### src/rtl/mult_pkg.sv
// Shared types and constants for the iterative multiplier.
package mult_pkg;

  typedef enum logic [1:0] {IDLE, RUN, WB} mult_state_t;

  // Register-file address of the PC; results destined here are not written back.
  localparam logic [3:0] REG_PC = 4'hF;

  // Number of RUN cycles needed to retire all 32 multiplier bits.
  function automatic int n_iter(input int step);
    return 32 / step;
  endfunction

endpackage

### src/rtl/mult_step_add.sv
// One multiply-accumulate step: adds mcand * slice, shifted left by shift,
// into the running accumulator. Purely combinational, modulo 2^32.
module mult_step_add #(
  parameter int STEP_BITS = 2
) (
  input  logic [31:0]          accum,
  input  logic [31:0]          mcand,
  input  logic [4:0]           shift,
  input  logic [STEP_BITS-1:0] slice,
  output logic [31:0]          sum
);

  logic [31:0] partial;

  // Partial product for this slice, aligned to its bit position, then accumulated.
  always_comb begin
    partial = mcand * 32'(slice);
    sum     = accum + (partial << shift);
  end

endmodule

### src/rtl/mult_iter_unit.sv
// Iterative 32x32->32 multiplier (MUL/MLA) producing a register-file write request.
// STEP_BITS multiplier bits are retired per RUN cycle, LSB first.
// Optional feature macro: MULT_MLA_EN enables the accumulate (MLA) path; without
// it the acc/accumulate ports are ignored and the accumulator always starts at 0.
module mult_iter_unit
  import mult_pkg::*;
#(
  parameter int STEP_BITS = 2
) (
  input  logic        clk,
  input  logic        rst,
  input  logic        start,
  input  logic [31:0] op_a,
  input  logic [31:0] op_b,
  input  logic [31:0] acc,
  input  logic        accumulate,
  input  logic [3:0]  rd_addr,
  input  logic        set_flags,
  output logic        busy,
  output logic        done,
  output logic        we3,
  output logic [3:0]  a3,
  output logic [31:0] wd3,
  output logic        n_flag,
  output logic        z_flag
);

  localparam int         N_ITER   = n_iter(STEP_BITS);
  localparam logic [5:0] LAST_CNT = 6'(N_ITER - 1);

  mult_state_t state_reg, state_next;
  logic        accept;
  logic [5:0]  cnt_reg;
  logic [31:0] mcand_reg;
  logic [31:0] mplier_reg;
  logic [31:0] acc_reg;
  logic [3:0]  rd_reg;
  logic        sf_reg;
  logic [31:0] step_sum;
  logic [4:0]  shift_amt;
  logic        last_iter;
  logic [31:0] acc_init;

`ifdef MULT_MLA_EN
  assign acc_init = accumulate ? acc : 32'h0;
`else
  // MUL-only build: accumulate operands are deliberately not consumed.
  logic unused_mla;
  assign unused_mla = ^{acc, accumulate};
  assign acc_init   = 32'h0;
`endif

  assign shift_amt = 5'(cnt_reg * 6'(STEP_BITS));
  assign last_iter = (cnt_reg == LAST_CNT);
  assign busy      = (state_reg != IDLE);

  mult_step_add #(.STEP_BITS(STEP_BITS)) u_step (
    .accum (acc_reg),
    .mcand (mcand_reg),
    .shift (shift_amt),
    .slice (mplier_reg[STEP_BITS-1:0]),
    .sum   (step_sum)
  );

  // State register.
  always_ff @(posedge clk) begin
    if (rst) state_reg <= IDLE;
    else     state_reg <= state_next;
  end

  // Next-state logic; a new op may be accepted in IDLE or on the edge ending WB.
  always_comb begin
    state_next = state_reg;
    accept     = 1'b0;
    case (state_reg)
      IDLE: begin
        if (start) begin
          accept     = 1'b1;
          state_next = RUN;
        end
      end
      RUN: begin
        if (last_iter) state_next = WB;
      end
      WB: begin
        if (start) begin
          accept     = 1'b1;
          state_next = RUN;
        end else begin
          state_next = IDLE;
        end
      end
      default: state_next = IDLE;
    endcase
  end

  // Operand latching, iteration datapath and registered write-back outputs.
  always_ff @(posedge clk) begin
    if (rst) begin
      cnt_reg    <= 6'd0;
      mcand_reg  <= 32'h0;
      mplier_reg <= 32'h0;
      acc_reg    <= 32'h0;
      rd_reg     <= 4'h0;
      sf_reg     <= 1'b0;
      done       <= 1'b0;
      we3        <= 1'b0;
      a3         <= 4'h0;
      wd3        <= 32'h0;
      n_flag     <= 1'b0;
      z_flag     <= 1'b0;
    end else begin
      done <= 1'b0;
      we3  <= 1'b0;
      if (accept) begin
        mcand_reg  <= op_a;
        mplier_reg <= op_b;
        acc_reg    <= acc_init;
        rd_reg     <= rd_addr;
        sf_reg     <= set_flags;
        cnt_reg    <= 6'd0;
      end else if (state_reg == RUN) begin
        acc_reg    <= step_sum;
        mplier_reg <= mplier_reg >> STEP_BITS;
        cnt_reg    <= cnt_reg + 6'd1;
        if (last_iter) begin
          done <= 1'b1;
          we3  <= (rd_reg != REG_PC);
          a3   <= rd_reg;
          wd3  <= step_sum;
          if (sf_reg) begin
            n_flag <= step_sum[31];
            z_flag <= (step_sum == 32'h0);
          end
        end
      end
    end
  end

endmodule

### config.mk
export PLATFORM = sky130hd
export DESIGN_NAME = mult_iter_unit
export DESIGN_NICKNAME = d
export VERILOG_FILES = /design/src/rtl/mult_pkg.sv /design/src/rtl/mult_step_add.sv /design/src/rtl/mult_iter_unit.sv
export SDC_FILE = /design/constraint.sdc
export NUM_CORES = 1
export LEC_CHECK = 0
export CAP_MARGIN = 20
export CORE_MARGIN = 2
export CORE_UTILIZATION = 47
export CTS_CLUSTER_SIZE = 20
export DETAILED_ROUTE_END_ITERATION = 12
export PLACE_DENSITY_LB_ADDON = 0.2
export SYNTH_ARGS = -nofsm -noshare
export SYNTH_HDL_FRONTEND = slang
export SYNTH_SLANG_ARGS = --single-unit
### constraint.sdc
create_clock -name clk -period 10.4 [get_ports clk]
set_input_delay 2.08 -clock clk [delete_from_list [all_inputs] [get_ports clk]]
set_output_delay 2.08 -clock clk [all_outputs]
set_load 0.02 [all_outputs]
==> summary.md <==
| Metric | Value |
|---|---|
| Status | finished clean |
| R2R setup slack | about 3500 ps |
| Htree depth | 4 |
| Root Buffer | clkbuf_16 |
| Leak | between 4 and 5 nW |
| Clk sinks | 149 |
| Clk slew on worst S/H paths | about 70 ps |
| Worst Tran Pin Value | 1050 ps |
| Vias in the first global route | ~8900 |
| Most area-consuming cells after synthesis | dfxtp_1, nand2_1, a21oi_1 |
| CP endpoint kind | flop |
| Endpoints failing setup | 0 |
| Routed WL | between 20000 and 30000 um |
| Synth Register Bits | about 150 |
| First-pass GRT wire length | ~45000 um |
| I/O Buffers | between 100 and 150 |
| Layout cells sized above 1 | about 5.0% |
| WP data arrival | a little over 7000 ps |
| Gpl congestion | 0.913 |
| Crit path kind | flop to flop |
| Die height | about 150 um |
| CTS resizes | 0 |
| Die ar. | 23000 sq um |
| Final antenna-violating net count | 0 |
| Per-cell routed wire length | 15.5 um |
| PnR Total Power | around 1.5 mW |
| Largest net degree at the start of global routing | about 100 |
| Final worst-path cycle share | between 60% and 70% |
| Gr ovfl total | 0 |
| Cts hold-fix bufs | 0 |
| Area Overhead vs Synth | 18.6% |
| Worst slew margin | 29.7% |
| Max clock buf depth | 2 |
| Nets | between 1500 and 2000 |
| Number of flops mapped to enable cells by yosys | 0 |
| Hold slack | between 400 and 500 ps |
| Biggest area consumer among synthesized cells | dfxtp_1 |
| Max Fclk | approximately 150 MHz |
| Synthesized area per cell | around 7.3 sq um |
| Worst path required time | 10780 ps |
| DR DRC count | 0 |
| Hold EP | wd3[21] |
| Commonest register cell after synthesis | dfxtp_1 |
| Critical R2R Capture | z_flag |
| Initial antenna violation count | 0 |
| Max-cap violation count | 0 |
| CTS tree | done |
| YS warnings | 0 |
| Diode count | 0 |
| Initial Util | between 40% and 50% |
| Synth top area share | between 20% and 30% |
| Library cells used by synthesis | 68 |
| Hold Path Class | flop to flop |
| RSZ-0062 raised after global routing | false |
| Fin. max-slew vios | 0 |
| Post-CTS setup-driven buffer insertion count | 0 |
| Iter 0 DRT Violations | roughly 600 |
| Max IR drop VDD | ~0.10 mV |
| Synth async-reset ratio | 0% |
| Rows | 53 |
| Critical path launch point type | flop |
| Clock Latency Late Sink | between 400 and 500 ps |
| Share of the yosys chip area belonging to registers | 29.2% |
| Ports | between 100 and 150 |
| Worst hold start | wd3[21] |
| Routed via count | 9866 |
| Post-Syn Area | between 10000 and 15000 sq um |
| Mapped Nets | ~1600 |
| Final core utilization | between 50% and 60% |
| Via density | approximately 5.7 |
| Worst R2R Path Depth | 25 |
| Drt pass-1 iters | 8 |
| Hold path depth | 2 |
| CTS Buf Count | 17 |
| Post-Synthesis Cells | ~1400 |
| Hold violation total from the final report | 0 |
| Skew final | between 10 and 15 ps |
| Detailed Place HPWL | 19400 um |
| Core area | 21200 sq um |
| GRT Total Usage | approximately a quarter |
| Die Wd | 152 um |
| Pwr per Cell Area | ~120 nW/um^2 |
| R2r startpoint | mplier_reg[1] |
| Crit-path max FO | 32 |
| Crit path time final | a little under 7000 ps |
| Critical Path Start | mplier_reg[1] |
| Setup tns final | 0 ps |
[how the worst max path moves through the flow]
stage,end,slack [ps],depth (start not counted)
after floorplan,acc_reg[31],4840,28
after global placement,z_flag,3450,26
after detailed placement,z_flag,3400,25
after CTS,acc_reg[31],3360,26
after global routing,z_flag,2930,26
final,z_flag,3540,25
[area by class of cell]
type	count	area, sq um
clock inverter	15	211
sequential	149	2980
inverter	24	90.1
multi-input combinational	1137	6870
fill	2090	9090
timing repair buffer	121	1210
tap	275	344
clock buffer	17	425
[per-stage QoR]
stage                     cells  area [sq um]  setup WS [ps]
final                      1738         12100           3540
after floorplan            1393         10200           4840
after global placement     1705         11500           3450
after global routing       1738         12100           2930
after detailed placement   1705         11500           3400
after CTS                  1737         12100           3360
[cells in the mapped netlist (4+ instances only)]
library cell,count
a211o_1,11
a211oi_1,20
a21o_1,22
a21oi_1,180
a221o_1,4
a221oi_1,4
a22oi_1,4
a311oi_1,5
a31oi_1,12
and2_1,72
and3_1,8
and4_1,6
buf_1,11
clkbuf_1,72
dfxtp_1,149
ha_1,63
inv_1,22
mux2_1,4
mux2_2,7
mux2i_1,20
nand2_1,253
nand2b_1,11
nand3_1,13
nand4_1,5
nor2_1,131
nor2b_1,6
nor3_1,47
nor4_1,6
o2111ai_1,5
o211ai_1,10
o21a_1,10
o21ai_0,22
o21ai_1,16
o21bai_1,7
o22ai_1,36
or2_2,7
or3_1,6
xnor2_1,30
xor2_1,25
[critical path, stage by stage, from the launching register on]
cell      delay, ps
dfxtp_1         840
and2_1          230
ha_1            160
inv_1            60
fa_1            460
nor2b_1         200
o2111a_1        220
nor3_1           70
o21bai_1        130
a21oi_1          90
xor2_1          280
o21ai_0         160
mux2_2          320
mux2i_1         280
nor2_1          130
ha_1            380
and4_1          260
and3_1          200
a311oi_1        270
a21oi_1         200
a21oi_1         390
xnor2_1         220
nor4_1          610
nand4b_1        250
nor4_2          220
a21o_1          150
[kinds of logic after synthesis]
logic type / synth area share (%)
AOI/OAI and AO/OA: 24.2
xor gates and xnor gates: 4.71
adders and majority gates: 8.10
buffers and inverters: 3.93
DFF: 29.2
muxes: 3.83
and+or+nand+nor: 26.1
[cells in the final DEF, fill, tap and decap left out, types with 7 or more instances in the layout]
cell type and instances:
o21ai_1 16, clkdlybuf4s50_1 111, and2_1 72, mux2i_1 20, a21oi_1 180, nand2b_1 8, a211o_1 11, nand2_1 253
xor2_1 25, a21o_1 22, and3_1 8, mux2_2 7, o21a_1 10, inv_1 22, dfxtp_1 148, o22ai_1 36
xnor2_1 30, ha_1 63, clkbuf_16 17, or2_2 7, o21bai_1 7, o211ai_1 10, a31oi_1 12, a211oi_1 20
nor2_1 131, nor3_1 47, o21ai_0 22, nand3_1 13, buf_4 9
[routing by layer]
metal	GRT usage (%)	vias up	wire length, um
met4	6.06	0	427
met1	34.0	4534	13100
li1	-	5064	-
met3	5.21	25	1600
met2	37.2	243	11800
met5	0	-	0
[power by group]
group	switching [mW]	total (mW)	internal, mW
combinational	0.143	0.242	0.0994
sequential	0.0182	0.614	0.595
clock	0.287	0.657	0.370
total	0.448	1.51	1.06
Note: power is estimated with default switching activity, not from simulation.
